**src/rtl/rgb_stream_gen_if.sv**
```systemverilog
// Stream-side bundle for rgb_stream_gen: advance enable and background colour in,
// 26-bit pixel word and frame marker out.
interface rgb_stream_gen_if;
  logic        en;
  logic [2:0]  bg_rgb;
  logic [25:0] RGBStr_o;
  logic        frame_start;

  modport master (input en, input bg_rgb, output RGBStr_o, output frame_start);
  modport slave  (output en, output bg_rgb, input RGBStr_o, input frame_start);
endinterface

```
**src/rtl/rgb_stream_gen.sv**
```systemverilog
// Head of the pong overlay chain: free-running VGA counters turned into a fully
// registered stream word {B,G,R,XC,YC,HS,VS,Active} plus a frame-start pulse.
module rgb_stream_gen #(
  parameter int   H_VISIBLE = 640,
  parameter int   H_FRONT   = 16,
  parameter int   H_SYNC    = 96,
  parameter int   H_BACK    = 48,
  parameter int   V_VISIBLE = 480,
  parameter int   V_FRONT   = 10,
  parameter int   V_SYNC    = 2,
  parameter int   V_BACK    = 33,
  parameter logic HS_POL    = 1'b0,
  parameter logic VS_POL    = 1'b0
) (
  input  logic             px_clk,
  input  logic             reset_n,
  rgb_stream_gen_if.master bus
);

  localparam int H_TOTAL = H_VISIBLE + H_FRONT + H_SYNC + H_BACK;
  localparam int V_TOTAL = V_VISIBLE + V_FRONT + V_SYNC + V_BACK;

  // 11-bit bounds so a sync pulse ending exactly at 1024 still compares correctly
  localparam logic [10:0] H_LAST   = 11'(H_TOTAL - 1);
  localparam logic [10:0] V_LAST   = 11'(V_TOTAL - 1);
  localparam logic [10:0] H_VIS    = 11'(H_VISIBLE);
  localparam logic [10:0] V_VIS    = 11'(V_VISIBLE);
  localparam logic [10:0] HS_START = 11'(H_VISIBLE + H_FRONT);
  localparam logic [10:0] HS_END   = 11'(H_VISIBLE + H_FRONT + H_SYNC);
  localparam logic [10:0] VS_START = 11'(V_VISIBLE + V_FRONT);
  localparam logic [10:0] VS_END   = 11'(V_VISIBLE + V_FRONT + V_SYNC);

  localparam logic [25:0] RESET_WORD = {3'b000, 10'd0, 10'd0, ~HS_POL, ~VS_POL, 1'b0};

  logic [9:0]  hc;
  logic [9:0]  vc;
  logic [9:0]  hc_next;
  logic [9:0]  vc_next;
  logic        active;
  logic        hs;
  logic        vs;
  logic [2:0]  rgb;
  logic        at_origin;
  logic [25:0] word_d;
  logic [25:0] word_q;
  logic        frame_start_q;

  always_comb begin
    hc_next   = hc + 10'd1;
    vc_next   = vc;
    active    = 1'b0;
    hs        = ~HS_POL;
    vs        = ~VS_POL;
    rgb       = 3'b000;
    at_origin = 1'b0;
    word_d    = RESET_WORD;

    if ({1'b0, hc} == H_LAST) begin
      hc_next = 10'd0;
      vc_next = ({1'b0, vc} == V_LAST) ? 10'd0 : vc + 10'd1;
    end

    active = ({1'b0, hc} < H_VIS) && ({1'b0, vc} < V_VIS);
    if (({1'b0, hc} >= HS_START) && ({1'b0, hc} < HS_END)) hs = HS_POL;
    if (({1'b0, vc} >= VS_START) && ({1'b0, vc} < VS_END)) vs = VS_POL;
    // Blanking is forced black so overlays never see colour outside the visible area
    if (active) rgb = bus.bg_rgb;
    at_origin = (hc == 10'd0) && (vc == 10'd0);

    word_d = {rgb, hc, vc, hs, vs, active};
  end

  always_ff @(posedge px_clk) begin
    if (!reset_n) begin
      hc            <= 10'd0;
      vc            <= 10'd0;
      word_q        <= RESET_WORD;
      frame_start_q <= 1'b0;
    end else if (bus.en) begin
      hc            <= hc_next;
      vc            <= vc_next;
      word_q        <= word_d;
      frame_start_q <= at_origin;
    end
  end

  assign bus.RGBStr_o    = word_q;
  assign bus.frame_start = frame_start_q;

endmodule

```
**src/flat_wrapper.sv**
```systemverilog
// flat-port wrapper written by rule: the top's interface ports become plain ports
module rgb_stream_gen_flat 
#(
  parameter int   H_VISIBLE = 640,
  parameter int   H_FRONT   = 16,
  parameter int   H_SYNC    = 96,
  parameter int   H_BACK    = 48,
  parameter int   V_VISIBLE = 480,
  parameter int   V_FRONT   = 10,
  parameter int   V_SYNC    = 2,
  parameter int   V_BACK    = 33,
  parameter logic HS_POL    = 1'b0,
  parameter logic VS_POL    = 1'b0
)
  (px_clk, reset_n, bus_en, bus_bg_rgb, bus_RGBStr_o, bus_frame_start);
  rgb_stream_gen_if bus_i ();
  input  logic px_clk;
  input  logic reset_n;
  input wire logic [$bits(bus_i.en)-1:0] bus_en;
  input wire logic [$bits(bus_i.bg_rgb)-1:0] bus_bg_rgb;
  output wire logic [$bits(bus_i.RGBStr_o)-1:0] bus_RGBStr_o;
  output wire logic [$bits(bus_i.frame_start)-1:0] bus_frame_start;
  assign bus_i.en = bus_en;
  assign bus_i.bg_rgb = bus_bg_rgb;
  assign bus_RGBStr_o = bus_i.RGBStr_o;
  assign bus_frame_start = bus_i.frame_start;
  rgb_stream_gen #(.H_VISIBLE(H_VISIBLE), .H_FRONT(H_FRONT), .H_SYNC(H_SYNC), .H_BACK(H_BACK), .V_VISIBLE(V_VISIBLE), .V_FRONT(V_FRONT), .V_SYNC(V_SYNC), .V_BACK(V_BACK), .HS_POL(HS_POL), .VS_POL(VS_POL)) u_core (.px_clk(px_clk), .reset_n(reset_n), .bus(bus_i));
endmodule
```
**config.mk**
```make
export PLATFORM = sky130hd
export DESIGN_NAME = rgb_stream_gen_flat
export DESIGN_NICKNAME = d
export VERILOG_FILES = /design/src/rtl/rgb_stream_gen_if.sv /design/src/rtl/rgb_stream_gen.sv /design/src/flat_wrapper.sv
export SDC_FILE = /design/constraint.sdc
export NUM_CORES = 1
export LEC_CHECK = 0
export ABC_AREA = 1
export CAP_MARGIN = 25
export CORE_MARGIN = 2
export CORE_UTILIZATION = 53
export DETAILED_ROUTE_END_ITERATION = 8
export PLACE_DENSITY = 0.82
export SLEW_MARGIN = 20
export SYNTH_ARGS = -nofsm -noshare
export SYNTH_HDL_FRONTEND = slang
export SYNTH_SLANG_ARGS = --single-unit
```
**constraint.sdc**
```tcl
create_clock -name px_clk -period 1.68 [get_ports px_clk]
set_input_delay 0.168 -clock px_clk [delete_from_list [all_inputs] [get_ports px_clk]]
set_output_delay 0.168 -clock px_clk [all_outputs]
set_load 0.05 [all_outputs]
```
### Word level (Yosys, flattened, before mapping)

Index checks and enable logic that the tools add are counted.

| word-level totals | value |
|---|---|
| logic and storage cells | 26 |
| register bits | 47 |
| input port bits | 6 |

| operators by class | value |
|---|---|
| reductions and logical operators | 7 |
| $add $sub $neg | 2 |
| magnitude comparators | 6 |
| equality and inequality tests | 2 |
| multiplexer cells | 5 |

Operators by type and width:

| kind | number |
|---|---|
| $add 10x1->10 const B | 2 |
| $eq 10x10->1 const B | 2 |
| $logic_not 10->1 | 2 |
| $lt 10x10->1 const B | 2 |
| $lt 10x9->1 const B | 2 |
| $mux 10 | 2 |
| $ge 10x10->1 const B | 1 |
| $ge 10x9->1 const B | 1 |
| $logic_and 1x1->1 | 4 |
| $mux 3 | 1 |
| $mux 1 | 2 |
| $reduce_and 2->1 | 1 |

### Longest topological paths before layout

Gate-level depths: netlist of the first run.

| logic depth | value |
|---|---|
| depth after elaboration | 3 |
| mapped depth | 9 |
| gate-level depth less buffers | 9 |

### Worst setup path after synthesis of the first run

No wires, ideal clock.

| timing path | value |
|---|---|
| path kind | register -> register |
| start point | register u_core.hc[0] |
| end point | register u_core.vc[7] |
| stages on the path, launching flop included | 9 |
| slack | 0.362 ns |
| arrival time | 1.200 ns |
| required time | 1.562 ns |
| cell sequence | dfxtp_1 > ha_1 > nand3_2 > nor2_4 > nand3_4 > nand2_4 > nand2_1 > nand2_1 > nor2_1 |

| on the way | value |
|---|---|
| cells in the longest elaborated chain, start to end | 2 |

Ends and longest elaborated chain:

| element | line | source |
|---|---|---|
| start, declared | rgb_stream_gen.sv:35 | `logic [9:0] hc;` |
| start signal, assigned | rgb_stream_gen.sv:80 | `hc <= hc_next;` |
| $eq 10x10->1 | rgb_stream_gen.sv:58 | `if ({1'b0, hc} == H_LAST) begin` |
| $reduce_and 2->1 (no source line) | -- |  |
| end signal, assigned | rgb_stream_gen.sv:81 | `vc <= vc_next;` |
| end, declared | rgb_stream_gen.sv:36 | `logic [9:0] vc;` |

No other way between the ends.
A chain may end at the register's enable or synchronous reset.

### Worst setup path after layout of the first run

| timing path | value |
|---|---|
| start point | register u_core.word_q[18] (netlist: u_core.bus.RGBStr_o[18]) |
| end point | output bus_RGBStr_o[18] |

RTL lines:

| element | line | source |
|---|---|---|
| start, declared | rgb_stream_gen.sv:45 | `logic [25:0] word_q;` |
| start signal, assigned | rgb_stream_gen.sv:82 | `word_q <= word_d;` |
| end, declared | flat_wrapper.sv:21 | `output wire logic [$bits(bus_i.RGBStr_o)-1:0] bus_RGBStr_o;` |

No word-level cell between the ends.

==> flow_results.org, run 1 <==
** Outcome
- The flow ran to the end, and the final reports show no timing, DRC or antenna violations.

** Synth
- Number of enable flip-flop cells after synthesis :: 0
- Counting every net in the synthesized netlist gives 305.
- Synth top cells by count :: sky130_fd_sc_hd__nand2_1, sky130_fd_sc_hd__dfxtp_1, sky130_fd_sc_hd__a21oi_1
- Leading cell type by number of instances after synthesis :: sky130_fd_sc_hd__nand2_1
- Number of warning messages in the yosys log :: 0
- Proportion of synthesized chip area in sequential cells :: 44.3%
- In this run, synthesis produced a sequential element count of 47.
- Of all cell types, the one taking the most synthesized area is sky130_fd_sc_hd__dfxtp_1.
- For this run, asynchronously set or reset flops after synthesis account for 0%.
- After technology mapping, the gate count stands at 295.
- The number of different library cells used by synthesis comes to 27.
- A synthesized cell averages 7.20 µm².
- Leading register cell type out of synthesis :: sky130_fd_sc_hd__dfxtp_1
- In this run the cell area of the synthesized design comes to 2120 µm².
- After synthesis, the cell types taking the most area are sky130_fd_sc_hd__dfxtp_1, sky130_fd_sc_hd__nand2_1, sky130_fd_sc_hd__a21oi_1, sky130_fd_sc_hd__inv_1, sky130_fd_sc_hd__nor2_1.
- Synth top area share :: 44.3%

** Timing
- The final number of hold-violating endpoints came to 0.
- The worst path uses 96.9% of the clock period.
- Max_slew headroom :: 53.7%
- Final Max Slew Viols :: 0
- Worst Tran Pin Value :: 694 ps
- Total negative slack :: 0 ps
- Clock skew after layout :: 11.1 ps
- Setup slack on the critical path of the routed design comes to 51.8 ps.
- The worst path needs 1630 ps of the cycle, external delays included.
- Derived from the worst setup path, the maximum achievable clock frequency is 0.614 GHz.
- Number of failing setup endpoints in the final timing report :: 0
- Setup repair after global routing left no endpoint under its margin.

** Detailed routing
- In the final routed layout, each cell accounts on average for 12.9 µm.
- Vias per std cell :: 5.19
- The highest layer touched by signal routing is met4.
- Metal-1 WL :: 2.19 mm
- Total length of routed wires :: 4.94 mm
- Summed over all nets, wire length on met2 after detailed routing comes to 2.44 mm.
- Number of DRC violations after detailed routing :: 0
- Detail Route Antenna Nets :: 0
- The first detailed-routing pass took 5 iterations.
- DR iter-0 viols :: 136
- Summing over every cut layer, the via total after detailed routing is 1993.
- In the detailed route, the total length drawn on met3 is 217 µm.

** Clocking
- The tree is rooted in a sky130_fd_sc_hd__clkbuf_8.
- The clock tree synthesis step divided the H-tree into 2 levels.
- Number of post-CTS setup repair buffers :: 0
- Clock latency on the worst-skew pair, taken at its later pin, is 310 ps.
- TritonCTS built the clock tree.
- Clock-pin slew on the worst setup and hold paths :: 90 ps
- The clock drives 47 sinks.
- Clock Path Buffers :: 2
- Inserted Clock Buffers :: 5

** Pwr
- IR analysis of the VDD net gives a maximum drop of 0.000541 V.
- Cell Pwr Density :: 874 nW/µm²
- The analysis attributes to cell leakage a power of 1.07 nW.

** Global route
- GRT overflow :: 0
- Via count of the first global-routing pass :: 1914
- Pin count of the biggest net entering global routing :: 34
- For this run, the total global-route usage over all layers was measured as 24.4%.
- Wire length of the first global-routing pass :: 8.28 mm
- Antenna violations before repair :: 0

** Worst setup path
- The worst setup path is launched from a flop.
- Broken down by cell family, the worst path's largest delay share belongs to buffers and inverters.
- STA classifies the critical path endpoint as an output port.
- The largest individual stage delay along the critical path comes from the cell sky130_fd_sc_hd__clkdlybuf4s50_1.
- Cell-by-cell listing of the critical path :: clkdlybuf4s50_1
- Data arrives at the worst endpoint at 1460 ps.
- For the worst setup path, the data required time is 1510 ps.
- Counting both buffers and inverters, the worst setup path holds a total of 1.
- The setup path with the least slack is of type flop to output port.
- On the worst path, the slowest cell contributes a delay of 810 ps.
- Of all nets on the critical path, the largest fanout is 2.

** Floorplanning
- Number of core rows :: 23
- For this configuration, the core starts out at a cell density of 54.3%.
- Width of the chip :: 67.3 µm
- 33 I/O pins were placed.
- Core region area :: 3910 µm²
- Area of the die :: 4530 µm²
- Die outline height :: 67.3 µm

** Cells and area
- Final Non-Filler Cells :: 384
- Once layout is complete, the utilization of the core stands at 67.9%.
- The number of antenna diodes in the final layout is 0.
- Layout cell share with drive strength beyond 1 :: 8.98%
- Number of nets in the finished design :: 343
- The area growth from synthesis to layout is 25.2%.
- Final cell area excluding filler cells :: 2660 µm²

** Worst hold path
- The worst hold path belongs to the class input port to flop.

** Placed design
- Hpwl dp :: 3.65 mm
- Prior to clock tree synthesis, the placed netlist has a worst setup slack of 93.8 ps.
- Placed instance area :: 2540 µm²
- Counting tap cells, the placed design contains a total of 376 instances.
- At the end of routability-driven placement, the weighted congestion stood at 0.905.
- Number of port buffers :: 32

** Flow run
- Count of maximum capacitance violations :: 0
cell families (layout without fill, tap and decap cells):
group / count (synthesis) / in the layout / share of synthesized area (%)
buf+inv: 43 / 82 / 8.01
compound gates: 54 / 54 / 12.9
simple gates: 144 / 144 / 31.2
fa+ha+maj: 4 / 4 / 2.36
xor+xnor: 3 / 3 / 1.24
flops: 47 / 47 / 44.3
final timing paths:
kind	from	endpoint	slack [ps]	depth (start not counted)
worst max-delay path	u_core.bus.RGBStr_o[18]$_SDFFE_PN0P_	bus_RGBStr_o[18]	50	1
worst min-delay path	bus_bg_rgb[0]	u_core.bus.RGBStr_o[23]$_SDFFE_PN0P_	430	3
worst max register to register	u_core.hc[1]$_SDFFE_PN0P_	u_core.vc[4]$_SDFFE_PN0P_	150	7
worst min register to register	u_core.bus.RGBStr_o[17]$_SDFFE_PN0P_	u_core.bus.RGBStr_o[17]$_SDFFE_PN0P_	460	2
report_power, final:
part	internal [W]	switching [W]
Combinational	0.000105	0.000195
Clock	0.000481	0.000374
Sequential	0.00115	0.0000194
Total	0.00173	0.000588
cells in the final DEF (no fill, tap or decap), drive strengths merged, types with 9 or more instances in the layout:
cell,count
buf,10
a21oi,34
inv,33
nor2,35
dfxtp,47
o21ai,18
nor3,9
nand2,69
clkdlybuf4s50,31
nand3,23
registers in the layout (all words and copies together), names as in the netlist:
name,flops
u_core.hc,10
u_core.vc,10
u_core.bus.frame_start,1
u_core.bus.RGBStr_o,26
metal layers:
metal | up-vias | track usage, %
li1 | 1027 | -
met1 | 910 | 29.3
met2 | 45 | 41.1
met3 | 11 | 5.67
met4 | 0 | 12.0
met5 | - | 0
layout make-up:
| type | count | area [µm²] |
|---|---|---|
| Multi-Input combinational cell | 205 | 1010 |
| Fill cell | 346 | 1260 |
| Inverter | 33 | 124 |
| Tap cell | 50 | 62.6 |
| Timing Repair Buffer | 41 | 398 |
| Clock inverter | 2 | 35.0 |
| Clock buffer | 6 | 82.6 |
| Sequential cell | 47 | 941 |
through the flow:
stage	power, W	hold slack, ps
after global routing	0.00241	453
after floorplan	0.00139	328
after CTS	0.00234	436
final	0.00232	435
after global placement	0.00149	449
after detailed placement	0.00149	451
repair_timing:
action                                 CTS  global route
hold buffers                             0             0
setup endpoints to repair                0             1
gates resized for setup                  0             1
endpoints found under the hold margin    0             0
(Power assumes the default switching activity.)
==> inputs of run 2 (changes only) <==
--- a/config.mk
+++ b/config.mk
@@ -7,10 +7,13 @@
 export LEC_CHECK = 0
 export ABC_AREA = 1
 export CAP_MARGIN = 25
+export CELL_PAD_IN_SITES_DETAIL_PLACEMENT = 1
+export CELL_PAD_IN_SITES_GLOBAL_PLACEMENT = 1
 export CORE_MARGIN = 2
-export CORE_UTILIZATION = 53
+export CORE_UTILIZATION = 36
+export CTS_BUF_LIST = sky130_fd_sc_hd__clkbuf_8
 export DETAILED_ROUTE_END_ITERATION = 8
-export PLACE_DENSITY = 0.82
+export PLACE_DENSITY = 0.81
 export SLEW_MARGIN = 20
 export SYNTH_ARGS = -nofsm -noshare
 export SYNTH_HDL_FRONTEND = slang
==> constraint.sdc (replaced) <==
create_clock -name px_clk -period 1.4 [get_ports px_clk]
set_input_delay 0.14 -clock px_clk [delete_from_list [all_inputs] [get_ports px_clk]]
set_output_delay 0.14 -clock px_clk [all_outputs]
set_load 0.05 [all_outputs]
==> run 2 against run 1 <==
Compared with the run above:
- power grew 22%
- global-route usage shrank 3.0 points
- via count grew 9.1%
- critical path type is now flop to flop
- cell count grew 12%
- worst hold slack lost 18 ps
- highest routed layer unchanged
==> flow_results.org, run 2 (synthesis gave the netlist of run 1 again) <==
** Clocking
- The maximum clock path buffer count came to 2 (unchanged).
- The CTS H-tree depth came to 2 (unchanged).
- The total clock buffers created by CTS is 5 (unchanged).
- The count of hold buffers inserted by post-cts repair was 0 (unchanged).
- Root Buffer :: sky130_fd_sc_hd__clkbuf_8
- Insertion delay of the later-clocked pin in the worst-skew pair :: 300 ps (about the same)
- Clock-pin slew on the worst setup and hold paths :: 90 ps (about the same)
- Clock sink count :: 47 (unchanged)
- TritonCTS built the clock tree.

** Global route
- Total Routing Usage GR :: 21.5% (-3.0 points)
- Via count of the first global-routing pass :: 2272 (+19%)
- The initial antenna violation count is 0 (unchanged).
- The residual overflow from global routing is 0 (unchanged).
- The pin count of the biggest net entering global routing is 23 (-32%).
- The global-route wire length before repair came to 10.8 mm (+31%).

** Worst setup path
- Worst setup EP type :: flop
- In this run the critical register-to-register path is launched from u_core.hc[0]$_SDFFE_PN0P_.
- Endpoint of the most critical register-to-register path :: u_core.vc[8]$_SDFFE_PN0P_
- Kind of start point of the critical path :: flop
- Destination of the critical timing path :: u_core.vc[8]$_SDFFE_PN0P_
- The signal arrival time at the worst endpoint was 1510 ps (+50 ps).
- Reg2reg setup slack :: 90 ps (-60 ps)
- The worst reg2reg path depth came to 7 (unchanged).
- The most critical setup path has its startpoint at u_core.hc[0]$_SDFFE_PN0P_.
- The worst endpoint required time is 1600 ps (+90 ps).
- The highest fanout seen on the critical path was 6 (+4).
- The critical path is of the flop to flop type.

** Timing
- The number of max-slew violations in the final report is 0 (unchanged).
- The worst path uses 93.8% of the clock period.
- Max_slew headroom :: 83.4% (+30 points)
- Number of failing setup endpoints in the final timing report :: 0 (unchanged)
- Min Hold Slack :: 417 ps (-18.0 ps)
- The clock tree skew after final layout is 7.96 ps (-3.09 ps).
- Number of hold-slack violations in the final timing report :: 0 (unchanged)
- Post-layout min period :: 1310 ps
- Final critical-path setup slack :: 87.4 ps (+35.6 ps)
- F_max :: 0.762 GHz
- The slew at the pin closest to its max-slew limit came to 247 ps (-447 ps).

** Detailed routing
- The number of design rule violations left after detail routing is 0 (unchanged).
- Total length of routed wires :: 6.46 mm (+31%)
- The detailed-route via count was 2174 (+9.1%).
- DR iter-0 viols :: 62 (-54%)
- The number of optimization iterations in the first detailed-route pass was 4 (-1).
- Vias per std cell :: 5.04 (-2.8%)
- Detail Route Antenna Nets :: 0 (unchanged)
- Final routed wire length divided by cell count :: 15.0 µm (+16%)

** Floorplanning
- Number of core rows :: 27 (+17%)
- The area of the die came to 6530 µm² (+44%).
- Die outline height :: 80.8 µm (+20%)
- The count of boundary I/O pins came to 33 (unchanged).
- Core region area :: 5610 µm² (+43%)
- Width of the chip :: 80.8 µm (+20%)
- Initial standard-cell utilization of the core :: 37.9% (-16 points)

** Placed design
- Hpwl dp :: 4.87 mm (+33%)
- The routability congestion estimate came to 0.891 (-1.5%).
- The number of placed instances with taps included was 420 (+12%).
- Number of port buffers :: 32 (unchanged)
- The post-placement setup slack was -186 ps (-280 ps).

** Cells and area
- The final-stage net count was 368 (+7.3%).
- Leaving out fill and tap cells, the most frequent cell in the layout is sky130_fd_sc_hd__nand2_1.
- Area Growth Syn to Fin :: 36.4%
- The flip-flop count of the largest register after layout came to 26 (unchanged).
- The share of post-route cells with drive strength above 1 came to 27.3% (+18 points).
- Final Non-Filler Cells :: 431 (+12%)
- The library cells used most frequently in the layout, excluding fill and tap cells, are sky130_fd_sc_hd__nand2_1, sky130_fd_sc_hd__buf_4, sky130_fd_sc_hd__dfxtp_1, sky130_fd_sc_hd__a21oi_1, sky130_fd_sc_hd__inv_1.
- The share of the core filled with cells is 51.6% (-16 points).
- Antenna Diode Count :: 0 (unchanged)

** Pwr
- The leakage power summed over all cells was 1.26 nW (+17%).
- Cell Pwr Density :: 977 nW/µm² (+12%)
- The worst IR drop on VDD was 0.000330 V (-39%).
- The power after layout was 0.00283 W (+22%).

** Outcome
- Outcome :: complete, no violations

** Worst hold path
- Min-delay worst type :: input port to flop

** Flow run
- The reported max-cap violation count is 0 (unchanged).
run 2: cell types whose count changed in the layout (fill, tap and decap cells not counted), moves of 2 or more:
cell / change
sky130_fd_sc_hd__clkdlybuf4s50_1: -26
sky130_fd_sc_hd__buf_4: +49
sky130_fd_sc_hd__dfxtp_1: -6
sky130_fd_sc_hd__nor2_1: -4
sky130_fd_sc_hd__ha_1: -3
sky130_fd_sc_hd__nor2_2: +4
sky130_fd_sc_hd__dfxtp_2: +5
sky130_fd_sc_hd__ha_4: +2
run 2: worst max-delay path: stages (launching register included):
cell and delay (ps):
sky130_fd_sc_hd__dfxtp_2 360, sky130_fd_sc_hd__ha_4 160, sky130_fd_sc_hd__nand3_4 90, sky130_fd_sc_hd__nor2_4 150, sky130_fd_sc_hd__nand3_4 140, sky130_fd_sc_hd__buf_4 180
sky130_fd_sc_hd__nand2_1 70, sky130_fd_sc_hd__a21oi_2 60
run 2: worst min path at each step:
stage | slack (ps) | cells past startpoint | endpoint | start
floorplan | 300 | 2 | u_core.bus.RGBStr_o[23]$_SDFFE_PN0P_ | bus_bg_rgb[0]
global placement | 450 | 2 | u_core.bus.RGBStr_o[19]$_SDFFE_PN0P_ | u_core.bus.RGBStr_o[19]$_SDFFE_PN0P_
detailed placement | 460 | 2 | u_core.bus.RGBStr_o[17]$_SDFFE_PN0P_ | u_core.bus.RGBStr_o[17]$_SDFFE_PN0P_
CTS | 410 | 3 | u_core.bus.RGBStr_o[23]$_SDFFE_PN0P_ | bus_bg_rgb[0]
global route | 440 | 3 | u_core.bus.RGBStr_o[24]$_SDFFE_PN0P_ | bus_bg_rgb[1]
finish | 420 | 3 | u_core.bus.RGBStr_o[23]$_SDFFE_PN0P_ | bus_bg_rgb[0]
run 2: what timing repair did:
item                       in CTS  in global routing
setup endpoints to repair       6                 16
hold endpoints to repair        0                  0
buffers inserted                2                  1
pin swaps                       3                  5
gates resized for setup         6                 18
run 2: where the power goes:
part / switching (W) / total (W) / internal (W) / leakage (nW)
registers: 0.0000254 / 0.00140 / 0.00138 / 0.387
clock network: 0.000460 / 0.00104 / 0.000578 / 0.0612
logic: 0.000251 / 0.000388 / 0.000137 / 0.808
run 2: cell type report:
class	count	area, µm²
well taps	72	90.1
clock buffers	6	82.6
clock inverters	2	35.0
inverters	33	124
flip-flops and latches	47	951
fillers	734	2710
multi-input cells	205	1080
repair buffers	66	537
run 2: through the flow:
stage	cell area (µm²)	TNS, ps
after CTS	2840	0
after global placement	2680	-1090
after floorplan	2120	0
after global routing	2900	-10.6
final	2900	0
after detailed placement	2680	-2320
run 2: per-layer routing:
layer	GRT usage (%)	share of wire [%]	wire (µm)	vias up
met3	4.33	3.1	199	17
met4	7.63	2.8	180	0
met5	0	0	0	-
met1	25.1	42	2740	1036
li1	-	-	-	1082
met2	38.8	52	3340	39
==> RTL change, RTL diff (settings of run 2) <==
`HS_POL` is set to 1'b0 in 2 places; all go to 1'b1.
--- a/src/rtl/rgb_stream_gen.sv
+++ b/src/rtl/rgb_stream_gen.sv
@@ -9,7 +9,7 @@
   parameter int   V_FRONT   = 10,
   parameter int   V_SYNC    = 2,
   parameter int   V_BACK    = 33,
-  parameter logic HS_POL    = 1'b0,
+  parameter logic HS_POL    = 1'b1,
   parameter logic VS_POL    = 1'b0
 ) (
   input  logic             px_clk,
--- a/src/flat_wrapper.sv
+++ b/src/flat_wrapper.sv
@@ -9,7 +9,7 @@
   parameter int   V_FRONT   = 10,
   parameter int   V_SYNC    = 2,
   parameter int   V_BACK    = 33,
-  parameter logic HS_POL    = 1'b0,
+  parameter logic HS_POL    = 1'b1,
   parameter logic VS_POL    = 1'b0
 )
   (px_clk, reset_n, bus_en, bus_bg_rgb, bus_RGBStr_o, bus_frame_start);
Check against the original RTL: not equivalent (a bounded check fails within 4 cycles, from zero or initial values and one cycle with reset_n low).
==> RTL change against run 2 <==
Non-clock buffer count fell by 5. Synthesized area barely moved. First-iteration DRC count rose by 19%. Sequential cell count did not move. Cell area fell by 1.8%. Setup slack got worse by 0.078 ns. Power fell by 4.9%. Wire length fell by 4.7%. Via count fell by 2.8%. Die area barely moved. Cell count fell by 2.3%. Largest cell class unchanged. Highest routed layer unchanged.
==> RTL change: results (changes against run 2) <==
.. list-table::
   :header-rows: 1

   * - Metric
     - Value
   * - Routed WL per cell
     - 14.62 um (-2.4%)
   * - Internal reg-to-reg setup slack
     - 0.009 ns (-0.08 ns)
   * - Number of cells traversed by the worst register-to-register path
     - 8 (+1)
   * - Port bufs
     - 32 (unchanged)
   * - Non-filler instance count after layout
     - 421 (-2.3%)
   * - Most used flip-flop cell after synthesis
     - sky130_fd_sc_hd__dfxtp_1
   * - Cell types with the highest counts after synthesis
     - 54 x sky130_fd_sc_hd__nand2_1, 47 x sky130_fd_sc_hd__dfxtp_1, 34 x sky130_fd_sc_hd__a21oi_1, 34 x sky130_fd_sc_hd__nor2_1, 29 x sky130_fd_sc_hd__inv_1
   * - Leading cell types by total area after synthesis
     - sky130_fd_sc_hd__dfxtp_1 44%, sky130_fd_sc_hd__nand2_1 9.6%, sky130_fd_sc_hd__a21oi_1 8.0%
   * - Post-synthesis sequential area ratio
     - 0.4434 (about the same)
   * - Total CTS buffers
     - 5 (unchanged)
   * - Instance count after placement with tap cells included
     - 408 (-2.9%)
   * - DP Worst Slack
     - -0.2120 ns (-0.02573 ns)
   * - Hold path cells
     - 3 (unchanged)
   * - DRC marker count from the first detailed-route iteration
     - 74 (+19%)
   * - Number of different library cells in the post-synthesis netlist
     - 24 (-11%)
   * - Status
     - completed
   * - Post-Route Hold Slack
     - 0.4436 ns (+0.02690 ns)
   * - FF-to-FF End
     - u_core.vc[0]$_SDFFE_PN0P_
   * - Overall routing resource usage
     - 0.1961 (-0.01874)
   * - Worst-path fanout max
     - 5 (-1)
   * - NumNets Final
     - 358 (-2.7%)
   * - Vias in the first global route
     - 2,081 (-8.4%)
   * - Critical R2R Launch
     - u_core.vc[0]$_SDFFE_PN0P_
   * - Avg Synthesized Cell Area
     - 7.343 um^2 (+2.0%)
   * - Post-CTS Resized
     - 10 (+4)
   * - DP Wirelength
     - 4482 um (-8.0%)
   * - Total nets after synthesis
     - 299 (-2.0%)
   * - Min-delay src
     - bus_bg_rgb[0]
   * - Pint
     - 1.954 mW (-6.6%)
   * - Via-per-instance ratio
     - 5.019 (-0.50%)
   * - Number of antenna-violating nets in the routed design
     - 0 (unchanged)
   * - Critical path's top delay family
     - simple AND/OR/NAND/NOR gates
   * - Critical Path Max Stage Delay
     - 0.36 ns (about the same)
   * - Fraction of final layout cells sized beyond drive strength 1
     - 0.2722 (-0.0007742)
   * - Worst slew margin
     - 0.7753 (-0.05863)
   * - Clock skew
     - 0.008399 ns (+0.0004402 ns)
   * - Pin count of the biggest net entering global routing
     - 25 (+8.7%)
   * - Worst-skew pair later-pin latency
     - 0.30 ns (about the same)
   * - First-pass GRT wire length
     - 9901 um (-8.5%)
   * - Data arrival at the endpoint of the critical path
     - 1.59 ns (+0.08 ns)
   * - Cell leakage power
     - 1.268 nW (+0.99%)
   * - Highest ir drop seen on vdd
     - 0.4889 mV (+48%)
   * - Global placer's final weighted congestion
     - 0.8453 (-5.2%)
[RTL change: cell types whose count changed in the layout (fill, tap and decap cells not counted), moves of 2 or more]
| cell | run 2 | this run |
|---|---|---|
| sky130_fd_sc_hd__nor3_2 | 0 | 2 |
| sky130_fd_sc_hd__nor2_1 | 25 | 31 |
| sky130_fd_sc_hd__nand3_2 | 0 | 3 |
| sky130_fd_sc_hd__inv_1 | 31 | 29 |
| sky130_fd_sc_hd__a211oi_1 | 1 | 3 |
| sky130_fd_sc_hd__nor2_2 | 7 | 3 |
| sky130_fd_sc_hd__nand2_1 | 65 | 52 |
| sky130_fd_sc_hd__nand3_1 | 21 | 23 |
| sky130_fd_sc_hd__nor2_8 | 0 | 2 |
| sky130_fd_sc_hd__buf_4 | 58 | 53 |
| sky130_fd_sc_hd__nor2_4 | 3 | 1 |
[RTL change: cells by family after synthesis]
family / share of synthesized area
AND/OR/NAND/NOR: 0.2966
XOR/XNOR: 0.008256
adder cells (fa/ha/maj): 0.02359
flip-flops: 0.4434
buffers and inverters: 0.08490
AO/OA/AOI/OAI: 0.1433
[RTL change: final cells by class]
class,count,area [um^2]
Clock buffer,7,96.34
Clock inverter,1,7.507
Fill cell,720,2764
Inverter,33,128.9
Multi-Input combinational cell,200,1084
Sequential cell,47,947.2
Tap cell,72,90.09
Timing Repair Buffer,61,490.5
[RTL change: worst max path at each step]
stage | startpoint | end | slack, ns | cells after the start
2_1_floorplan | u_core.hc[0]$_SDFFE_PN0P_ | u_core.vc[5]$_SDFFE_PN0P_ | 0.04 | 9
4_1_cts | u_core.hc[0]$_SDFFE_PN0P_ | u_core.vc[2]$_SDFFE_PN0P_ | 0.004 | 10
6_report | u_core.vc[0]$_SDFFE_PN0P_ | u_core.vc[0]$_SDFFE_PN0P_ | 0.009 | 8
3_3_place_gp | bus_en | u_core.bus.RGBStr_o[25]$_SDFFE_PN0P_ | -0.16 | 7
5_1_grt | u_core.vc[0]$_SDFFE_PN0P_ | u_core.vc[0]$_SDFFE_PN0P_ | -0.12 | 8
3_5_place_dp | bus_en | u_core.bus.RGBStr_o[25]$_SDFFE_PN0P_ | -0.21 | 7
[RTL change: through the flow]
stage | setup TNS, ns | instance area (um^2)
floorplan | 0 | 2122
global placement | -2.665 | 2611
detailed placement | -4.206 | 2611
CTS | 0 | 2778
global route | -0.8158 | 2844
finish | 0 | 2844
[RTL change: power groups by stage]
stage                     Sequential, mW  Clock, mW  Combinational [mW]
final                               1.41      0.914               0.370
after global routing                1.41      0.993               0.400
after CTS                           1.40      0.936               0.367
after detailed placement            1.43          0               0.363
after global placement              1.43          0               0.356
after floorplan                     1.56          0               0.103
[RTL change: layer usage]
layer,GRT usage,part of all wire
met5,0,0
met4,0.04576,0.0097
met3,0.03667,0.043
met2,0.3433,0.48
met1,0.2509,0.46
